--- src/rtl/file_source_pacer.sv ---
// file_source_pacer
//   Paces a file-driven sample source into bursts of rows separated by
//   programmable idle gaps. It turns the source's free-running read enable
//   into a valid/ready stream for the DSP datapath under test.
//
// Ports
//   clk, rst          clock; asynchronous active-high reset
//   start, stop       start latches burstLen/gapLen/numBursts and begins;
//                     stop ends issuing early (the buffer still drains)
//   burstLen          rows per burst (0 = finish immediately with done)
//   gapLen            idle cycles between bursts
//   numBursts         bursts to run, 0 = run until stop
//   srcEn             read enable to the source, one row per high cycle
//   srcData           source row, valid the cycle after srcEn was high
//   outValid/outReady/outData  row stream to the datapath
//   busy              sequencer not idle
//   done              one-cycle pulse when a sequence completes
//   dbg_state         current sequencer state (IDLE=0 RUN=1 GAP=2 DRAIN=3)
//
// Handshake: a row moves on every rising edge where outValid && outReady.
// outValid never drops and outData never changes while a row is waiting
// (outValid && !outReady).
module file_source_pacer #(
  parameter int DATA_WIDTH = 16,
  parameter int DATA_NUM   = 8,
  parameter int CNT_WIDTH  = 16
) (
  input  logic                           clk,
  input  logic                           rst,
  input  logic                           start,
  input  logic                           stop,
  input  logic [CNT_WIDTH-1:0]           burstLen,
  input  logic [CNT_WIDTH-1:0]           gapLen,
  input  logic [CNT_WIDTH-1:0]           numBursts,
  output logic                           srcEn,
  input  logic [DATA_WIDTH*DATA_NUM-1:0] srcData,
  output logic                           outValid,
  input  logic                           outReady,
  output logic [DATA_WIDTH*DATA_NUM-1:0] outData,
  output logic                           busy,
  output logic                           done,
  output logic [1:0]                     dbg_state
);

  localparam int RW = DATA_WIDTH * DATA_NUM;

  typedef enum logic [1:0] {
    IDLE  = 2'd0,
    RUN   = 2'd1,
    GAP   = 2'd2,
    DRAIN = 2'd3
  } state_t;

  state_t               state;
  logic [CNT_WIDTH-1:0] cfg_burst;
  logic [CNT_WIDTH-1:0] cfg_gap;
  logic [CNT_WIDTH-1:0] cfg_num;
  logic [CNT_WIDTH-1:0] row_cnt;
  logic [CNT_WIDTH-1:0] burst_cnt;
  logic [CNT_WIDTH-1:0] gap_cnt;
  logic [CNT_WIDTH-1:0] row_inc;
  logic [CNT_WIDTH-1:0] burst_inc;
  logic [CNT_WIDTH-1:0] gap_inc;

  // Two-entry row buffer; inflight marks a row the source is returning now.
  logic          inflight;
  logic [RW-1:0] mem [2];
  logic          rd_ptr;
  logic          wr_ptr;
  logic [1:0]    occ;
  logic          push;
  logic          pop;
  logic [2:0]    occ_after;
  logic          drained;

  assign push      = inflight;
  assign outValid  = (occ != 2'd0);
  assign pop       = outValid && outReady;
  assign outData   = mem[rd_ptr];
  assign occ_after = {1'b0, occ} + {2'b0, inflight} - {2'b0, pop};

  // Issue a read only if the row it returns next cycle is guaranteed a slot:
  // everything still owed to the buffer after this cycle's pop must be <= 1.
  assign srcEn = (state == RUN) && !stop && (row_cnt < cfg_burst) &&
                 (occ_after <= 3'd1);

  assign row_inc   = row_cnt + CNT_WIDTH'(1);
  assign burst_inc = burst_cnt + CNT_WIDTH'(1);
  assign gap_inc   = gap_cnt + CNT_WIDTH'(1);

  // Nothing left after this edge: no returning row and the buffer empties
  // with this cycle's pop. Looking ahead lets done land one cycle after the
  // final beat instead of two.
  assign drained = !inflight && (occ_after == 3'd0);

  assign busy      = (state != IDLE);
  assign dbg_state = state;

  always_ff @(posedge clk or posedge rst) begin
    if (rst) begin
      inflight <= 1'b0;
      occ      <= 2'd0;
      rd_ptr   <= 1'b0;
      wr_ptr   <= 1'b0;
      mem[0]   <= '0;
      mem[1]   <= '0;
    end else begin
      inflight <= srcEn;
      if (push) begin
        mem[wr_ptr] <= srcData;
        wr_ptr      <= ~wr_ptr;
      end
      if (pop) begin
        rd_ptr <= ~rd_ptr;
      end
      occ <= occ_after[1:0];
    end
  end

  always_ff @(posedge clk or posedge rst) begin
    if (rst) begin
      state     <= IDLE;
      cfg_burst <= '0;
      cfg_gap   <= '0;
      cfg_num   <= '0;
      row_cnt   <= '0;
      burst_cnt <= '0;
      gap_cnt   <= '0;
      done      <= 1'b0;
    end else begin
      done <= 1'b0;
      case (state)
        IDLE: begin
          if (start && !stop) begin
            cfg_burst <= burstLen;
            cfg_gap   <= gapLen;
            cfg_num   <= numBursts;
            row_cnt   <= '0;
            burst_cnt <= '0;
            gap_cnt   <= '0;
            if (burstLen == '0) begin
              done <= 1'b1;
            end else begin
              state <= RUN;
            end
          end
        end
        RUN: begin
          if (stop) begin
            state <= DRAIN;
          end else if (srcEn) begin
            row_cnt <= row_inc;
            if (row_inc == cfg_burst) begin
              burst_cnt <= burst_inc;
              if ((cfg_num != '0) && (burst_inc == cfg_num)) begin
                state <= DRAIN;
              end else if (cfg_gap != '0) begin
                state   <= GAP;
                gap_cnt <= '0;
              end else begin
                row_cnt <= '0;
              end
            end
          end
        end
        GAP: begin
          if (stop) begin
            state <= DRAIN;
          end else if (gap_inc == cfg_gap) begin
            state   <= RUN;
            row_cnt <= '0;
          end else begin
            gap_cnt <= gap_inc;
          end
        end
        DRAIN: begin
          if (drained) begin
            done  <= 1'b1;
            state <= IDLE;
          end
        end
        default: state <= IDLE;
      endcase
    end
  end

  // A returning row must always find a free slot.
  assert property (@(posedge clk) disable iff (rst)
                   !(push && (occ == 2'd2) && !pop));

endmodule

--- config.mk ---
export PLATFORM = sky130hd
export DESIGN_NAME = file_source_pacer
export DESIGN_NICKNAME = d
export VERILOG_FILES = /design/src/rtl/file_source_pacer.sv
export SDC_FILE = /design/constraint.sdc
export NUM_CORES = 1
export LEC_CHECK = 0
export BUFFER_PORTS_ARGS = -buffer_cell sky130_fd_sc_hd__buf_2
export CAP_MARGIN = 20
export CORE_ASPECT_RATIO = 0.7
export CORE_MARGIN = 1
export CORE_UTILIZATION = 25
export DETAILED_ROUTE_END_ITERATION = 10
export HOLD_SLACK_MARGIN = 0.1
export PLACE_DENSITY = 0.45
export SLEW_MARGIN = 20
export SYNTH_ARGS = -nofsm -noshare
export SYNTH_HDL_FRONTEND = slang
export SYNTH_SLANG_ARGS = --single-unit
--- constraint.sdc ---
create_clock -name clk -period 14.9 [get_ports clk]
set_input_delay 1.49 -clock clk [delete_from_list [all_inputs] [get_ports clk]]
set_output_delay 1.49 -clock clk [all_outputs]
set_load 0.005 [all_outputs]
==> results of run 1 <==
-- power by group through the flow --
stage / combinational, mW / clock [mW] / sequential (mW)
after floorplan: 1.25 / 0 / 1.62
after global placement: 1.79 / 0 / 1.69
after detailed placement: 1.82 / 0 / 1.73
after CTS: 1.83 / 1.07 / 1.71
after global routing: 1.97 / 1.11 / 1.77
final: 1.79 / 1.02 / 1.71
-- kinds of logic after synthesis --
kind of cell / count (synthesis) / synth area share [%]
xor+xnor: 54 / 2.65
buf+inv: 118 / 2.69
fa+ha+maj: 26 / 1.86
flops: 360 / 50.4
simple gates: 265 / 8.31
compound gates: 155 / 6.40
mux: 440 / 27.7
-- routing by layer --
metal / part of all wire [%] / vias up / wire, um / global-route usage [%]
li1: - / 5754 / - / -
met1: 46 / 6187 / 22200 / 17.8
met2: 46 / 224 / 21900 / 20.0
met3: 5.6 / 79 / 2690 / 3.43
met4: 2.2 / 10 / 1050 / 4.10
met5: 0.14 / - / 69 / 0
-- through the flow --
stage	cells	cell area, um2	total power [mW]	hold slack (ns)
final	2699	21800	4.52	0.500
after global routing	2696	21800	4.85	0.508
after CTS	2692	21800	4.61	0.502
after detailed placement	2617	20400	3.54	0.487
after global placement	2617	20400	3.48	0.481
after floorplan	1418	17900	2.87	0.454
-- cell usage in the layout, fill, tap and decap left out, types with 7 or more instances in the layout --
master     netlist  final
a211oi_1         7      7
a21o_1          14     14
a21oi_1         14     14
a22o_1          19     19
a31oi_1          8      8
a32o_1           8      8
and3_1           7      7
buf_2           14    314
buf_4            5     12
clkbuf_16        0     43
clkbuf_8         0      8
clkinv_2         0     11
dfrtp_1        360    359
diode_2          0      7
ha_1            25     25
inv_1           37     36
mux2_2         434    434
nand2_1         70     68
nand2b_1        13     12
nand3_1         19     19
nand4_1         14     14
nor2_1          44     44
nor3_1          12     12
nor4_1          17     17
o211ai_1         8      8
o21ai_0         36     36
o31ai_1          7      7
or2_2           10     10
or3_1           13     13
xnor2_1         31     31
xor2_1          23     23
-- worst register-to-register path, cell delays in order, from the launching register on --
cell	delay [ns]
dfrtp_1	0.39
inv_1	0.11
nand2_1	0.08
and2_1	0.18
ha_1	0.28
inv_1	0.04
ha_1	0.18
fa_1	0.38
xnor2_1	0.14
nor2_1	0.25
nand4_1	0.13
a21oi_1	0.16
nand2_1	0.14
a211oi_1	0.53
nand2b_1	0.56
and2b_1	0.64
mux2_2	0.23
-- sequential cells by signal (all words and copies together), names as in the netlist --
signal	count
cfg_gap	16
cfg_burst	16
inflight	1
row_cnt	16
occ	2
cfg_num	16
dbg_state	2
mem	256
rd_ptr	1
gap_cnt	16
burst_cnt	16
done	1
wr_ptr	1
-- worst max-delay path by stage --
stage,from,end,slack [ns],cells after the start
finish,outReady,srcEn,9.62,13
floorplan,rst,burst_cnt[0]$_DFFE_PP0P_,3.42,1
global placement,outReady,row_cnt[0]$_DFFE_PP0P_,9.45,15
detailed placement,outReady,row_cnt[0]$_DFFE_PP0P_,9.47,15
global route,outReady,srcEn,9.40,13
CTS,outReady,srcEn,9.54,13
-- final cells by class --
type                    instances  area (um2)
well taps                     954        1190
clock inverters                18         154
inverters                      37         146
multi-input cells             940        8410
fillers                      7178       48500
repair buffers                326        1660
flip-flops and latches        360        9010
diodes                          7        17.5
clock buffers                  57        1210
==> flow_summary_export.csv, run 1 <==
group,metric,value,unit
status,status,"finished, final reports clean",
grt,first_global_vias,12500,
timing,fin_crit_sh,35.5,%
worst_hold_path,min_path_cells,1,
worst_hold_path,hp-start,"mem[137]$_DFFE_PP0P_",
synth,yosysTopAreaCellShare,50.4,%
place,io_buffers,314,
clock_tree,clock_latency,0.57,ns
power,p_seq_share,37.7,%
timing,hold_viol_final,0,
grt,grt_max_degree,110,
synth,ys_warn_count,0,
finish,final_nets,1914,
critical_path,path_cells,"buf_2 > and2_1 > ha_1 > inv_1 > ha_1 > fa_1 > xnor2_1 > nor2_1 > nand4_1 > a21oi_1 > nand2_1 > inv_1 > buf_2",
power,leakage,9.50,nW
die,num_io_pins,315,
timing,maxSlewViolCount,0,
grt,grt_pass1_wl,73900,um
synth,synth.cell_area,17900,um2
critical_path,cp.buffers_inverters,4,
timing,worst_slew_pin_slew,1.02,ns
job,maxCapViolations,0,
clock_tree,htree_num_levels,2,
timing,finalSetupViolCount,0,
grt,antenna_found_initial,12,
critical_path,setup.worst_path.end_class,"primary output",
synth,ys.flop_type,"dfrtp_1",
critical_path,critPathMaxStageDelay,0.38,ns
place,pre_cts_slack,9.47,ns
power,ir_drop,0.0884,mV
grt,track_usage,13.0,%
timing,max_freq,189,MHz
die,die-width,322,um
die,start_util,25.4,%
critical_path,crit_family,"adder cells",
timing,finalWorstSetupSlack,9.62,ns
place,place_congestion,0.811,
synth,ys_seq_area_share,50.4,%
synth,synth_fp_nets,1625,
clock_tree,postCtsSetupBuffers,0,
timing,rsz0062_at_grt,"no",
clock_tree,cts_hold_buf,0,
critical_path,worst_ep_required_time,13.41,ns
critical_path,worstRegToRegCells,16,
critical_path,rrSetupSlack,10.43,ns
synth,synth_edf_count,0,
clock_tree,clk_pin_slew,0.06,ns
worst_hold_path,min_delay_worst_endpoint,"mem[137]$_DFFE_PP0P_",
critical_path,worstPathArrival,3.79,ns
clock_tree,clockBufferDepth,3,
synth,yosys-top-cells-count,"434 x mux2_2, 360 x dfrtp_1, 70 x nand2_1, 56 x clkbuf_1, 44 x nor2_1",
synth,ys_ff_latch,360,
synth,synth_top_area_cell,"dfrtp_1",
clock_tree,tritoncts,"yes",
critical_path,crit_path_start_kind,"input pin",
power,p_sw_share,33.5,%
drt,first_iter_violations,546,
clock_tree,numClockSinks,360,
timing,tns,0,ns
synth,synth_most_common_cell,"mux2_2",
finish,areaGrowthSynthToFinish,21.9,%
synth,synthArstFlopShare,100,%
clock_tree,ctsRootBufferMaster,"clkbuf_16",
power,p_int,3.00,mW
grt,overflow,0,
die,rows,81,
drt,wl_per_cell,17.7,um
drt,dr.pass1.iters,4,
timing,final.min_clock_period,5.28,ns
drt,drt-vias-per-instance,4.54,
finish,utilization,31.0,%
drt,drc,0,
synth,synth.avg_cell_area,12.6,um2
power,power_frac_clock,22.6,%
power,combPwrFrac,39.6,%
critical_path,r2r_start,"occ[1]$_DFF_PP0_",
clock_tree,cts-resized-gates,0,
drt,vias,12300,
drt,ant_nets,0,
critical_path,crit_path_max_fanout,4,
synth,netlist_top_cells_area,"dfrtp_1 50%, mux2_2 27%, ha_1 1.7%, xnor2_1 1.5%, nand2_1 1.5%",
die,dieArea,72600,um2
drt,postRouteWirelength,47800,um
die,core,70300,um2
power,power.density,207,nW/um2
place,dp_hpwl,33900,um
critical_path,cp_slowest_cell,"fa_1",
clock_tree,cts_buffers,42,
die,die_h,226,um
synth,synth_cell_types,76,
timing,maxSlewHeadroom,31.9,%
worst_hold_path,min_path_type,"reg2reg",
timing,fin_worst_skew,0.0225,ns
power,p_switching,1.51,mW
critical_path,rr_endpoint,"row_cnt[0]$_DFFE_PP0P_",
critical_path,crit_type,"in2out",
synth,synth_cells,1418,
finish,drive_gt1_share,49.8,%
(Power assumes the default switching activity.)
==> run 2, diff against run 1 <==
--- a/config.mk
+++ b/config.mk
@@ -12,7 +12,7 @@
 export CORE_UTILIZATION = 25
 export DETAILED_ROUTE_END_ITERATION = 10
 export HOLD_SLACK_MARGIN = 0.1
-export PLACE_DENSITY = 0.45
+export PLACE_DENSITY = 0.46
 export SLEW_MARGIN = 20
 export SYNTH_ARGS = -nofsm -noshare
 export SYNTH_HDL_FRONTEND = slang
==> constraint.sdc (replaced) <==
create_clock -name clk -period 4.26 [get_ports clk]
set_input_delay 0.426 -clock clk [delete_from_list [all_inputs] [get_ports clk]]
set_output_delay 0.426 -clock clk [all_outputs]
set_load 0.005 [all_outputs]
==> flow_summary_export.csv, run 2 (synthesis gave the netlist of run 1 again) <==
group,metric,value,unit
status,status,"finished, final reports clean",
clock_tree,cts_buffers,43,
worst_hold_path,hp-start,"gapLen[0]",
clock_tree,clock_latency,0.57,ns
critical_path,setup.worst_path.end_class,"flop",
critical_path,critPathMaxStageDelay,0.51,ns
timing,finalWorstSetupSlack,0.391,ns
die,dieArea,72600,um2
worst_hold_path,min_path_cells,2,
clock_tree,postCtsSetupBuffers,0,
critical_path,cp_slowest_cell,"and2b_1",
clock_tree,htree_num_levels,2,
drt,ant_nets,0,
place,dpl.cell_count,2628,
grt,grtUsageMet2,21.0,%
timing,finalSetupViolCount,0,
grt,overflow,0,
finish,final_nets,2101,
drt,wl_per_cell,17.1,um
clock_tree,tritoncts,"yes",
timing,worst_slew_pin_slew,1.03,ns
grt,use_met3,3.00,%
worst_hold_path,min_delay_worst_endpoint,"cfg_gap[0]$_DFFE_PP0P_",
grt,gr-usage-met1,18.6,%
finish,regMostFlops,"mem",
job,maxCapViolations,0,
grt,grt_max_degree,139,
timing,rsz0062_at_grt,"no",
drt,postRouteWirelength,49200,um
place,pre_cts_slack,0.327,ns
place,io_buffers,314,
timing,maxSlewHeadroom,31.3,%
timing,hold_viol_final,0,
critical_path,crit_type,"reg2reg",
clock_tree,ctsRootBufferMaster,"clkbuf_16",
timing,final.min_clock_period,3.87,ns
die,die-width,322,um
critical_path,rr_endpoint,"row_cnt[0]$_DFFE_PP0P_",
grt,track_usage,13.5,%
drt,drt-vias-per-instance,4.51,
place,place_congestion,0.805,
critical_path,crit_path_max_fanout,12,
grt,first_global_vias,13600,
clock_tree,clockBufferDepth,3,
die,start_util,25.4,%
grt,antenna_found_initial,3,
critical_path,worstPathArrival,4.37,ns
critical_path,worst_ep_required_time,4.76,ns
worst_hold_path,min_path_type,"in2reg",
finish,fillCellCount,7020,
drt,drc,0,
finish,final_cell_mix,"434 x mux2_2, 359 x dfrtp_1, 314 x buf_2",
timing,max_freq,258,MHz
finish,layout_commonest_cell,"mux2_2",
critical_path,r2r_start,"occ[1]$_DFF_PP0_",
die,rows,81,
timing,maxSlewViolCount,0,
drt,dr.pass1.iters,5,
power,leakage,10.4,nW
die,num_io_pins,315,
clock_tree,numClockSinks,360,
place,dp_hpwl,33900,um
power,power.density,691,nW/um2
critical_path,path_cells,"inv_1 > nand2_1 > and2_1 > ha_1 > inv_1 > ha_1 > fa_1 > xnor2_1 > nor2_1 > nand4_1 > a21oi_1 > nand2_1 > a211oi_1 > nand2b_1 > and2b_1 > mux2_2",
grt,busiest_layer,"met2",
timing,fin_crit_sh,90.8,%
finish,areaGrowthSynthToFinish,33.7,%
drt,first_iter_violations,624,
critical_path,rrSetupSlack,0.39,ns
finish,fin_cells,2885,
finish,largest_reg_flops,256,
critical_path,worstRegToRegCells,16,
grt,grt_pass1_wl,77300,um
die,core,70300,um2
timing,tns,0,ns
critical_path,crit_path_start_kind,"flop",
finish,drive_gt1_share,45.8,%
timing,fin_worst_skew,0.0141,ns
die,die_h,226,um
clock_tree,clk_pin_slew,0.06,ns
finish,utilization,34.0,%
power,ir_drop,0.301,mV
drt,vias,13000,
run 2: layout make-up:
cell class              count  area (um2)  share of cell area (%)
inverters                  37         143                   0.597
well taps                 954        1190                    4.99
clock buffers              57        1240                    5.19
diodes                      4        10.0                  0.0419
multi-input cells         940        8410                    35.2
flip-flops and latches    360        9010                    37.7
repair buffers            512        3560                    14.9
clock inverters            21         333                    1.39
run 2: worst max-delay path, delay by kind of cell (launching register included):
| family | cells | cell delay, ns |
|---|---|---|
| AO/OA/AOI/OAI | 2 | 0.61 |
| XOR/XNOR | 1 | 0.13 |
| adder cells (fa/ha/maj) | 3 | 0.83 |
| buffers and inverters | 2 | 0.14 |
| flip-flops | 1 | 0.39 |
| multiplexers | 1 | 0.24 |
| AND/OR/NAND/NOR | 7 | 1.45 |
run 2: per-layer routing:
metal / up-vias / routed length, um
met3: 67 / 2620
met4: 2 / 986
li1: 6119 / -
met5: - / 13
met1: 6564 / 22900
met2: 262 / 22700
run 2: worst max path at each step:
stage,startpoint,endpoint,slack [ns],cells after the start
global placement,occ[1]$_DFF_PP0_,burst_cnt[14]$_DFFE_PP0P_,0.43,16
detailed placement,occ[1]$_DFF_PP0_,burst_cnt[14]$_DFFE_PP0P_,0.33,15
floorplan,rst,burst_cnt[0]$_DFFE_PP0P_,-0.99,1
finish,occ[1]$_DFF_PP0_,row_cnt[0]$_DFFE_PP0P_,0.39,16
global route,occ[1]$_DFF_PP0_,row_cnt[0]$_DFFE_PP0P_,0.09,16
CTS,occ[1]$_DFF_PP0_,burst_cnt[14]$_DFFE_PP0P_,0.31,15
run 2: timing repair:
| action | in CTS | in global routing |
|---|---|---|
| gates resized for setup | 0 | 1 |
| endpoints found under the setup margin | 0 | 1 |
| hold endpoints to repair | 328 | 0 |
| hold buffers | 175 | 0 |
run 2: where the power goes:
part	internal (mW)	switching (mW)	total (mW)
Combinational	3.63	2.74	6.37
Clock	2.54	1.54	4.08
Sequential	4.98	1.07	6.06
run 2: per-stage QoR:
step / area [um2] / hold slack (ns) / total power, mW
2_1_floorplan: 17900 / 0.454 / 10.0
3_3_place_gp: 20600 / 0.480 / 12.2
3_5_place_dp: 20600 / 0.487 / 12.4
4_1_cts: 23900 / 0.101 / 16.8
5_1_grt: 23900 / 0.124 / 17.7
6_report: 23900 / 0.140 / 16.5
